==> config.mk <==
export PLATFORM = sky130hd
export DESIGN_NAME = decode_issue_buffer_flat
export DESIGN_NICKNAME = d
export VERILOG_FILES = /design/src/rtl/decode_issue_buffer_if.sv /design/src/rtl/decode_issue_buffer.sv /design/src/flat_wrapper.sv
export SDC_FILE = /design/constraint.sdc
export NUM_CORES = 1
export LEC_CHECK = 0
export BUFFER_PORTS_ARGS = -buffer_cell sky130_fd_sc_hd__buf_2
export CAP_MARGIN = 20
export CELL_PAD_IN_SITES_DETAIL_PLACEMENT = 2
export CELL_PAD_IN_SITES_GLOBAL_PLACEMENT = 2
export CORE_ASPECT_RATIO = 0.9
export CORE_UTILIZATION = 42
export DETAILED_ROUTE_END_ITERATION = 8
export GPL_ROUTABILITY_DRIVEN = 0
export GPL_TIMING_DRIVEN = 0
export PLACE_DENSITY_LB_ADDON = 0.1
export SYNTH_ARGS = -nofsm -noshare
export SYNTH_HDL_FRONTEND = slang
export SYNTH_SLANG_ARGS = --single-unit
==> constraint.sdc <==
create_clock -name clk -period 11.3 [get_ports clk]
set_input_delay 2.26 -clock clk [delete_from_list [all_inputs] [get_ports clk]]
set_output_delay 2.26 -clock clk [all_outputs]
set_load 0.02 [all_outputs]
==> src/rtl/decode_issue_buffer_if.sv <==
// Fetch-side and issue-side bundle of the decode/issue buffer.
// Valid/ready: a fetch group transfers when in_ready && in_valid[0]; out_accept takes head lanes 0..out_accept-1, never more than are valid.
interface decode_issue_buffer_if #(
  parameter int DEPTH = 8,
  parameter int IN_W  = 2,
  parameter int OUT_W = 2
);
  localparam int CW = $clog2(DEPTH + 1);
  localparam int AW = $clog2(OUT_W + 1);

  logic [IN_W-1:0]     in_valid;
  logic [32*IN_W-1:0]  in_instr;
  logic [32*IN_W-1:0]  in_pc;
  logic                in_ready;
  logic [OUT_W-1:0]    out_valid;
  logic [32*OUT_W-1:0] out_instr;
  logic [32*OUT_W-1:0] out_pc;
  logic [4*OUT_W-1:0]  out_class;
  logic [AW-1:0]       out_accept;
  logic [CW-1:0]       count;

  modport master (
    output in_valid, in_instr, in_pc, out_accept,
    input  in_ready, out_valid, out_instr, out_pc, out_class, count
  );

  modport slave (
    input  in_valid, in_instr, in_pc, out_accept,
    output in_ready, out_valid, out_instr, out_pc, out_class, count
  );
endinterface

==> src/rtl/decode_issue_buffer.sv <==
// Decode/issue buffer: pre-decodes fetched LoongArch32 instructions into classes and issues them in order,
// serialising privileged/trapping classes. Optional DECBUF_PERF_EN adds full/serial stall counters.
module decode_issue_buffer #(
  parameter int DEPTH = 8,
  parameter int IN_W  = 2,
  parameter int OUT_W = 2
) (
  input  logic clk,
  input  logic resetn,
  input  logic flush,
  decode_issue_buffer_if.slave bus
`ifdef DECBUF_PERF_EN
  ,
  output logic [31:0] perf_full_stall,
  output logic [31:0] perf_serial_stall
`endif
);
  localparam int PW = $clog2(DEPTH);
  localparam int CW = $clog2(DEPTH + 1);

  localparam logic [3:0] CLS_ALU     = 4'd0;
  localparam logic [3:0] CLS_MULDIV  = 4'd1;
  localparam logic [3:0] CLS_LOAD    = 4'd2;
  localparam logic [3:0] CLS_STORE   = 4'd3;
  localparam logic [3:0] CLS_BRANCH  = 4'd4;
  localparam logic [3:0] CLS_JUMP    = 4'd5;
  localparam logic [3:0] CLS_CSR     = 4'd6;
  localparam logic [3:0] CLS_TLB     = 4'd7;
  localparam logic [3:0] CLS_ERTN    = 4'd8;
  localparam logic [3:0] CLS_SYSCALL = 4'd9;
  localparam logic [3:0] CLS_BREAK   = 4'd10;
  localparam logic [3:0] CLS_RDCNT   = 4'd11;
  localparam logic [3:0] CLS_INE     = 4'd15;

  // Opcode field values mirror the cpuDefine constants (LA32R encoding).
  localparam logic [16:0] OP_BREAK   = 17'h00054;
  localparam logic [16:0] OP_SYSCALL = 17'h00056;
  localparam logic [16:0] OP_IDLE    = 17'h00C91;
  localparam logic [16:0] OP_INVTLB  = 17'h00C93;
  localparam logic [7:0]  OP_CSR     = 8'h04;
  localparam logic [7:0]  OP_LL_W    = 8'h20;
  localparam logic [7:0]  OP_SC_W    = 8'h21;
  localparam logic [31:0] INS_TLBSRCH = 32'h0648_2800;
  localparam logic [31:0] INS_TLBRD   = 32'h0648_2C00;
  localparam logic [31:0] INS_TLBWR   = 32'h0648_3000;
  localparam logic [31:0] INS_TLBFILL = 32'h0648_3400;
  localparam logic [31:0] INS_ERTN    = 32'h0648_3800;

  function automatic logic [3:0] decode_class(input logic [31:0] ins);
    logic [3:0] c;
    c = CLS_INE;
    if (ins[31:26] inside {6'h16, 6'h17, 6'h18, 6'h19, 6'h1a, 6'h1b})
      c = CLS_BRANCH;
    else if (ins[31:26] inside {6'h13, 6'h14, 6'h15})
      c = CLS_JUMP;
    else if (ins[31:24] == OP_CSR)
      c = CLS_CSR;
    else if (ins[31:24] == OP_LL_W)
      c = CLS_LOAD;
    else if (ins[31:24] == OP_SC_W)
      c = CLS_STORE;
    else if (ins[31:22] inside {10'h0a0, 10'h0a1, 10'h0a2, 10'h0a8, 10'h0a9})
      c = CLS_LOAD;
    else if (ins[31:22] inside {10'h0a4, 10'h0a5, 10'h0a6})
      c = CLS_STORE;
    else if (ins[31:22] inside {10'h008, 10'h009, 10'h00a, 10'h00d, 10'h00e, 10'h00f})
      c = CLS_ALU;
    else if (ins[31:25] inside {7'h0a, 7'h0e})
      c = CLS_ALU;
    else if (ins[31:15] inside {17'h20, 17'h22, 17'h24, 17'h25, 17'h28, 17'h29, 17'h2a,
                                17'h2b, 17'h2e, 17'h2f, 17'h30, 17'h81, 17'h89, 17'h91})
      c = CLS_ALU;
    else if (ins[31:15] inside {17'h38, 17'h39, 17'h3a, 17'h40, 17'h41, 17'h42, 17'h43})
      c = CLS_MULDIV;
    else if (ins[31:15] == OP_BREAK)
      c = CLS_BREAK;
    else if (ins[31:15] == OP_SYSCALL)
      c = CLS_SYSCALL;
    else if (ins == INS_TLBSRCH || ins == INS_TLBRD || ins == INS_TLBWR ||
             ins == INS_TLBFILL || ins[31:15] == OP_INVTLB)
      c = CLS_TLB;
    else if (ins == INS_ERTN || ins[31:15] == OP_IDLE)
      c = CLS_ERTN;
    else if (ins[31:10] inside {22'h18, 22'h19})
      c = CLS_RDCNT;
    return c;
  endfunction

  function automatic logic is_serial(input logic [3:0] c);
    return (c inside {[CLS_CSR:CLS_RDCNT]}) || (c == CLS_INE);
  endfunction

  logic [31:0] pc_mem    [DEPTH];
  logic [31:0] instr_mem [DEPTH];
  logic [3:0]  cls_mem   [DEPTH];

  logic [PW-1:0]    head, tail;
  logic [CW-1:0]    count;
  logic [CW-1:0]    push_n, pop_n, vld_n;
  logic             do_push, ready;
  logic [OUT_W-1:0] vld, ser;
  logic             open;

  assign ready   = (CW'(DEPTH) - count) >= CW'(IN_W);
  assign do_push = !flush && ready && bus.in_valid[0];
  assign pop_n   = CW'(bus.out_accept);

  always_comb begin
    push_n = '0;
    for (int i = 0; i < IN_W; i++)
      if (bus.in_valid[i]) push_n = push_n + CW'(1);
  end

  always_ff @(posedge clk or negedge resetn) begin
    if (!resetn) begin
      head  <= '0;
      tail  <= '0;
      count <= '0;
    end else if (flush) begin
      head  <= '0;
      tail  <= '0;
      count <= '0;
    end else begin
      head  <= head + PW'(pop_n);
      if (do_push) tail <= tail + PW'(push_n);
      count <= count + (do_push ? push_n : '0) - pop_n;
    end
  end

  // Storage contents are don't-care after reset; lane valids gate every read.
  always_ff @(posedge clk) begin
    if (do_push) begin
      for (int i = 0; i < IN_W; i++) begin
        if (bus.in_valid[i]) begin
          pc_mem[tail + PW'(i)]    <= bus.in_pc[32*i +: 32];
          instr_mem[tail + PW'(i)] <= bus.in_instr[32*i +: 32];
          cls_mem[tail + PW'(i)]   <= decode_class(bus.in_instr[32*i +: 32]);
        end
      end
    end
  end

  // A serialising entry closes every lane after it, and a serialising head closes all lanes but 0.
  always_comb begin
    open  = 1'b1;
    vld   = '0;
    ser   = '0;
    vld_n = '0;
    for (int i = 0; i < OUT_W; i++) begin
      ser[i] = is_serial(cls_mem[head + PW'(i)]);
      if (i != 0 && (ser[i] || ser[0])) open = 1'b0;
      vld[i] = open && (CW'(i) < count);
      if (vld[i]) vld_n = vld_n + CW'(1);
    end
  end

  always_comb begin
    bus.out_instr = '0;
    bus.out_pc    = '0;
    bus.out_class = '0;
    for (int i = 0; i < OUT_W; i++) begin
      if (vld[i]) begin
        bus.out_instr[32*i +: 32] = instr_mem[head + PW'(i)];
        bus.out_pc[32*i +: 32]    = pc_mem[head + PW'(i)];
        bus.out_class[4*i +: 4]   = cls_mem[head + PW'(i)];
      end
    end
  end

  assign bus.out_valid = vld;
  assign bus.in_ready  = ready;
  assign bus.count     = count;

`ifdef DECBUF_PERF_EN
  logic [CW-1:0] lane_cap;
  assign lane_cap = (count < CW'(OUT_W)) ? count : CW'(OUT_W);

  always_ff @(posedge clk or negedge resetn) begin
    if (!resetn) begin
      perf_full_stall   <= '0;
      perf_serial_stall <= '0;
    end else begin
      if (bus.in_valid[0] && !ready && perf_full_stall != '1)
        perf_full_stall <= perf_full_stall + 32'd1;
      if (vld_n < lane_cap && perf_serial_stall != '1)
        perf_serial_stall <= perf_serial_stall + 32'd1;
    end
  end
`endif
endmodule

==> src/flat_wrapper.sv <==
// flat-port wrapper written by rule: the top's interface ports become plain ports
module decode_issue_buffer_flat 
#(
  parameter int DEPTH = 8,
  parameter int IN_W  = 2,
  parameter int OUT_W = 2
)
  (clk, resetn, flush, bus_in_valid, bus_in_instr, bus_in_pc, bus_out_accept, bus_in_ready, bus_out_valid, bus_out_instr, bus_out_pc, bus_out_class, bus_count);
  decode_issue_buffer_if #(.DEPTH(DEPTH), .IN_W(IN_W), .OUT_W(OUT_W)) bus_i ();
  input  logic clk;
  input  logic resetn;
  input  logic flush;
  input wire logic [$bits(bus_i.in_valid)-1:0] bus_in_valid;
  input wire logic [$bits(bus_i.in_instr)-1:0] bus_in_instr;
  input wire logic [$bits(bus_i.in_pc)-1:0] bus_in_pc;
  input wire logic [$bits(bus_i.out_accept)-1:0] bus_out_accept;
  output wire logic [$bits(bus_i.in_ready)-1:0] bus_in_ready;
  output wire logic [$bits(bus_i.out_valid)-1:0] bus_out_valid;
  output wire logic [$bits(bus_i.out_instr)-1:0] bus_out_instr;
  output wire logic [$bits(bus_i.out_pc)-1:0] bus_out_pc;
  output wire logic [$bits(bus_i.out_class)-1:0] bus_out_class;
  output wire logic [$bits(bus_i.count)-1:0] bus_count;
  assign bus_i.in_valid = bus_in_valid;
  assign bus_i.in_instr = bus_in_instr;
  assign bus_i.in_pc = bus_in_pc;
  assign bus_i.out_accept = bus_out_accept;
  assign bus_in_ready = bus_i.in_ready;
  assign bus_out_valid = bus_i.out_valid;
  assign bus_out_instr = bus_i.out_instr;
  assign bus_out_pc = bus_i.out_pc;
  assign bus_out_class = bus_i.out_class;
  assign bus_count = bus_i.count;
  decode_issue_buffer #(.DEPTH(DEPTH), .IN_W(IN_W), .OUT_W(OUT_W)) u_core (.clk(clk), .resetn(resetn), .flush(flush), .bus(bus_i));
endmodule
* After elaboration in Yosys (flattened, before gate mapping)
Memories as Yosys holds them, arrays and structs flattened. Index checks and enable logic that the tools add are counted.
Cells by class: add/sub/neg operators 8, $lt $le $gt $ge 7, equal/unequal tests 122, multiplexer cells 56, reduce and logical (&&, ||, !) cells 38
Operators with widths (number):
- equality test 17 x 6 -> 1 bit (second input constant) | 28
- equality test 32 x 27 -> 1 bit (second input constant) | 10
- equality test 17 x 7 -> 1 bit (second input constant) | 12
- equality test 10 x 8 -> 1 bit (second input constant) | 16
- two-way mux 4 bit | 39
- two-way mux 32 bit | 4
- equality test 10 x 4 -> 1 bit (second input constant) | 12
- equality test 6 x 5 -> 1 bit (second input constant) | 18
- equality test 17 x 8 -> 1 bit (second input constant) | 6
- equality test 22 x 5 -> 1 bit (second input constant) | 4
- equality test 17 x 12 -> 1 bit (second input constant) | 4
- equality test 8 x 6 -> 1 bit (second input constant) | 4
- equality test 7 x 4 -> 1 bit (second input constant) | 4
- nonzero test 14 bit | 2
- nonzero test 6 bit | 4
- equality test 8 x 3 -> 1 bit (second input constant) | 2
- two-way mux 3 bit | 5
- nonzero test 7 bit | 2
- logical OR 1 bit | 13
- nonzero test 3 bit | 4
- nonzero test 2 bit | 5
- nonzero test 5 bit | 2
- equality test 4 bit (second input constant) | 2
- >= comparator 4 x 3 -> 1 bit (second input constant) | 2
- 13 further kinds | 27
Word-level totals: register bits 10, memory bits (writable) 544, input bits 135, output and inout bits 143, logic and storage cells 237, memories kept 3
Memories:
- u_core.instr_mem | words 8, width 32, rd ports 2, clocked after Yosys merged registers in 0, wr ports 2, line decode_issue_buffer.sv:94 | logic [31:0] instr_mem [DEPTH];
- u_core.pc_mem | words 8, width 32, rd ports 2, clocked after Yosys merged registers in 0, wr ports 2, line decode_issue_buffer.sv:93 | logic [31:0] pc_mem [DEPTH];
- u_core.cls_mem | words 8, width 4, rd ports 2, clocked after Yosys merged registers in 0, wr ports 2, line decode_issue_buffer.sv:95 | logic [3:0] cls_mem [DEPTH];

* Logic depth before layout (Yosys ltp)
word-level depth 21, gate-level depth with buffers 13, mapped depth without buffers 13

* Worst setup path before layout
Ideal clock, no wire load.
path type input -> register, from input port bus_in_valid[0], to memory u_core.cls_mem[4][0] (enable), library setup time 0.680 ns, data arrival time 9.646 ns, required time 10.620 ns, path slack 0.974 ns, stages on the path 5, buffers on the path 0, path through inv_1 a31oi_1 o21a_1 nand2_1 o41ai_1
RTL lines:
- start: declaration | line flat_wrapper.sv:13 | input wire logic [$bits(bus_i.in_valid)-1:0] bus_in_valid;
- end: declaration | line decode_issue_buffer.sv:95

* Final worst setup path
from register u_core.head[0], to output port bus_out_pc[40]
On the way: word-level cells in the longest chain between the ends 9, elaborated cells between the ends (all ways) 17, classes of those cells 1 x add/sub; 4 x order compare; 2 x eq/ne; 2 x mux; 6 x reduce/logical; 2 x memory
Ends and longest elaborated chain:
- start: declaration | line decode_issue_buffer.sv:97 | logic [PW-1:0] head, tail;
- start signal: assignment | line decode_issue_buffer.sv:124 | head <= head + PW'(pop_n);
- adder 3 x 1 -> 3 bit | line decode_issue_buffer.sv:150, decode_issue_buffer.sv:164
- memory read (8 x 4 bit)
- >= comparator 4 x 3 -> 1 bit or <= comparator 4 bit (tied branches) | line decode_issue_buffer.sv:90 | return (c inside {[CLS_CSR:CLS_RDCNT]}) || (c == CLS_INE);
- logical AND 1 bit | line decode_issue_buffer.sv:90
- logical OR 1 bit | line decode_issue_buffer.sv:90
- logical OR 1 bit | line decode_issue_buffer.sv:151 | if (i != 0 && (ser[i] || ser[0])) open = 1'b0;
- two-way mux 1 bit | line decode_issue_buffer.sv:151
- logical AND 1 bit | line decode_issue_buffer.sv:152 | vld[i] = open && (CW'(i) < count);
- two-way mux 32 bit * | line decode_issue_buffer.sv:162 | if (vld[i]) begin
- end: declaration | line flat_wrapper.sv:20 | output wire logic [$bits(bus_i.out_pc)-1:0] bus_out_pc;
Every way passes the cells marked *; elsewhere a longest branch is shown, timed or not.

==> results.cfg <==
[place]
dp_cells = 4043
portBuffers = 244
dpl_cell_area_um2 = 37100
dpl.hpwl_um = 99100
dp_slack_ns = 4.87

[logic_synthesis]
async_reset_ff_frac = 0.0181
synth_edf_count = 544
yosys-top-cells-area = edfxtp_1, mux4_2, nand2_1
synth_ff_type = edfxtp_1
syn_area_per_cell_um2 = 12.5
synthesis.area_um2 = 33600
synth-seq-cells = 554
yosysSeqAreaShare = 0.494
synth_top_area_cell = edfxtp_1
synth_top_area_share = 0.487
yosysUniqueCellTypes = 59
synthesis.nets = 2845
synth_warnings = 0
netlist_instances = 2694

[clocking]
cts_tree = built
root_buffer = clkbuf_16
numCtsBuffers = 66
post_cts_buffers = 0
cts_buffer_depth = 3
clkSinkCount = 554
insertion_delay_ns = 0.61
ctsHtreeMaxLevel = 3
cts.clk_slew.worst_paths_ns = 0.06
cts_resized = 0
cts_hold_buf = 0

[sta]
fmax_mhz = 140
finalCriticalPeriod_ns = 7.15
setup_viol = 0
holdWs_ns = 0.679
rsz0062_at_grt = false
worstMarginPinSlew_ns = 1.22
finalCritPeriodShare = 0.633
tns_ns = 0
setup_slack_ns = 4.15
max-slew-margin-rel = 0.188
skew_ns = 0.0161
hold_viol_final = 0
finalMaxSlewViolations = 0

[power]
seqPwrFrac = 0.355
combPwrFrac = 0.345
netSwitchingFraction = 0.361
p_clk_frac = 0.300
cellInternalPower_mw = 4.45
leakagePower_nw = 14.3
peakVddDrop_uv = 99.2
power.switching_mw = 2.52
totalPowerFinal_mw = 6.97
p_per_area_nw_per_um2 = 178

[drt]
postRouteAntennaNets = 0
num_vias = 26400
drc = 0
wl_per_cell_um = 33.7
drtIter0Drc = 2701
routed_via_density = 6.32
wirelength_um = 141000
drtPass1Iterations = 7

[cells_and_area]
area_delta_synth_final_pct = 16.7
drive_gt1_frac = 0.321
nets = 3226
stdcell_area_um2 = 39200
stdcell_count = 4173
final_core_util = 0.499

[grt]
top_usage_layer = met2
grt_util_met1 = 0.466
antenna_found_initial = 14
grt_overflow_total = 0
grt_max_degree = 20
grt_pass1_vias = 29000
use_met3 = 0.0549
grt_usage = 0.348
grt_pass1_wl_um = 204000
grtUsageMet2 = 0.578

[worst_hold_path]
min_path_cells = 2
hp-start = u_core.tail[2]
hold_end = u_core.tail[2]
worstHoldPathType = reg2reg

[worst_setup_path]
crit_path_start_kind = register
crit_required_ns = 9.04
reg2reg_to = u_core.instr_mem[0][8]
endpoint_kind = output port
timing.rr.start = u_core.bus.count[1]
reg2reg_depth = 14
critical_path_class = reg2out
cp_data_arrival_time_ns = 4.89
reg2reg_slack_ns = 6.13
path_max_fanout = 10

[flow_run]
maxCapViolations = 0

[die]
die_area_um2 = 81000
initial_utilization = 0.428
core_region_area_um2 = 78400
fp-row-count = 97
die_h_um = 270
dieWidth_um = 300
io_pins = 278

[status]
status = completed
==> power groups by stage <==
stage | registers [mW] | clock network [mW] | logic [mW]
final | 2.47 | 2.09 | 2.40
after detailed placement | 2.51 | 0 | 2.36
after CTS | 2.47 | 2.10 | 2.38
after floorplan | 2.52 | 0 | 1.40
after global routing | 2.48 | 2.17 | 2.51
after global placement | 2.57 | 0 | 2.22
==> routing by layer <==
metal	wire, um	vias to the layer above
met5	41	-
met1	56600	14000
met2	69000	1267
met4	4420	6
met3	10700	290
li1	-	10800
==> sequential cells by signal, indices dropped and copies added, names as in the netlist <==
signal            count
u_core.instr_mem    256
u_core.pc_mem       256
u_core.cls_mem       32
u_core.bus.count      4
u_core.head           3
u_core.tail           3
==> logic make-up after synthesis <==
family	share of synthesized area
and+or+nand+nor	0.132
muxes	0.314
DFF	0.494
buffers and inverters	0.0336
AOI/OAI and AO/OA	0.0169
adders and majority gates	0.00686
xor gates and xnor gates	0.00261
==> layout make-up <==
cell class / instances / area (um^2)
fillers: 7672 / 39200
flip-flops and latches: 554 / 16600
multi-input cells: 1869 / 15900
repair buffers: 313 / 2200
clock buffers: 91 / 1810
well taps: 1039 / 1300
plain buffers: 250 / 1050
clock inverters: 26 / 193
inverters: 21 / 78.8
diodes: 10 / 25.0
==> cells in the final DEF (no fill, tap or decap), types with 13 or more instances in the layout <==
cell	synthesis	final
clkinv_1	1	17
mux4_2	272	272
edfxtp_1	544	544
mux2i_1	161	161
o21ai_0	39	33
nand2_1	769	769
a21oi_1	13	13
nor4_1	17	17
nor2_1	159	159
buf_2	54	298
nand3_1	28	28
nor3_1	15	15
buf_12	0	18
buf_4	3	29
mux2_2	249	249
buf_1	26	26
clkbuf_1	157	179
inv_1	19	19
clkbuf_16	0	69
==> Yosys cell counts (6+ instances only) <==
master	number
xnor2_1	6
nand3_1	28
nand3b_1	6
nand4_1	7
and2_1	6
inv_1	19
or3_1	9
mux2_2	249
nor2b_1	11
mux2i_1	161
nand2b_1	7
a21oi_1	13
clkbuf_2	7
buf_2	54
o22ai_1	8
dfrtp_1	10
ha_1	12
nor3b_1	7
a211oi_1	7
nor4b_1	8
clkbuf_1	157
mux4_2	272
nand2_1	769
buf_1	26
nor2_1	159
nor4_1	17
nor3_1	15
o21ai_0	39
edfxtp_1	544
==> worst max-delay path by stage <==
stage	cells after the start	end	slack (ns)	start
2_1_floorplan	5	u_core.cls_mem[4][0]	0.97	bus_in_valid[0]
3_3_place_gp	6	u_core.instr_mem[0][8]	-9.31	bus_in_valid[0]
3_5_place_dp	10	bus_out_pc[40]	4.87	u_core.head[0]
4_1_cts	10	bus_out_pc[40]	4.21	u_core.head[0]
5_1_grt	10	bus_out_pc[40]	4.13	u_core.head[0]
6_report	10	bus_out_pc[40]	4.15	u_core.head[0]
==> critical path, stage by stage (launching register included) <==
cell	delay [ns]
dfrtp_1	0.44
ha_1	0.30
clkbuf_1	0.49
mux4_2	0.47
nor2b_1	0.18
nor3_2	0.19
a2111oi_4	0.09
o21ai_2	0.98
clkbuf_1	0.69
nor2_1	0.20
buf_2	0.22
(Power assumes the default switching activity.)
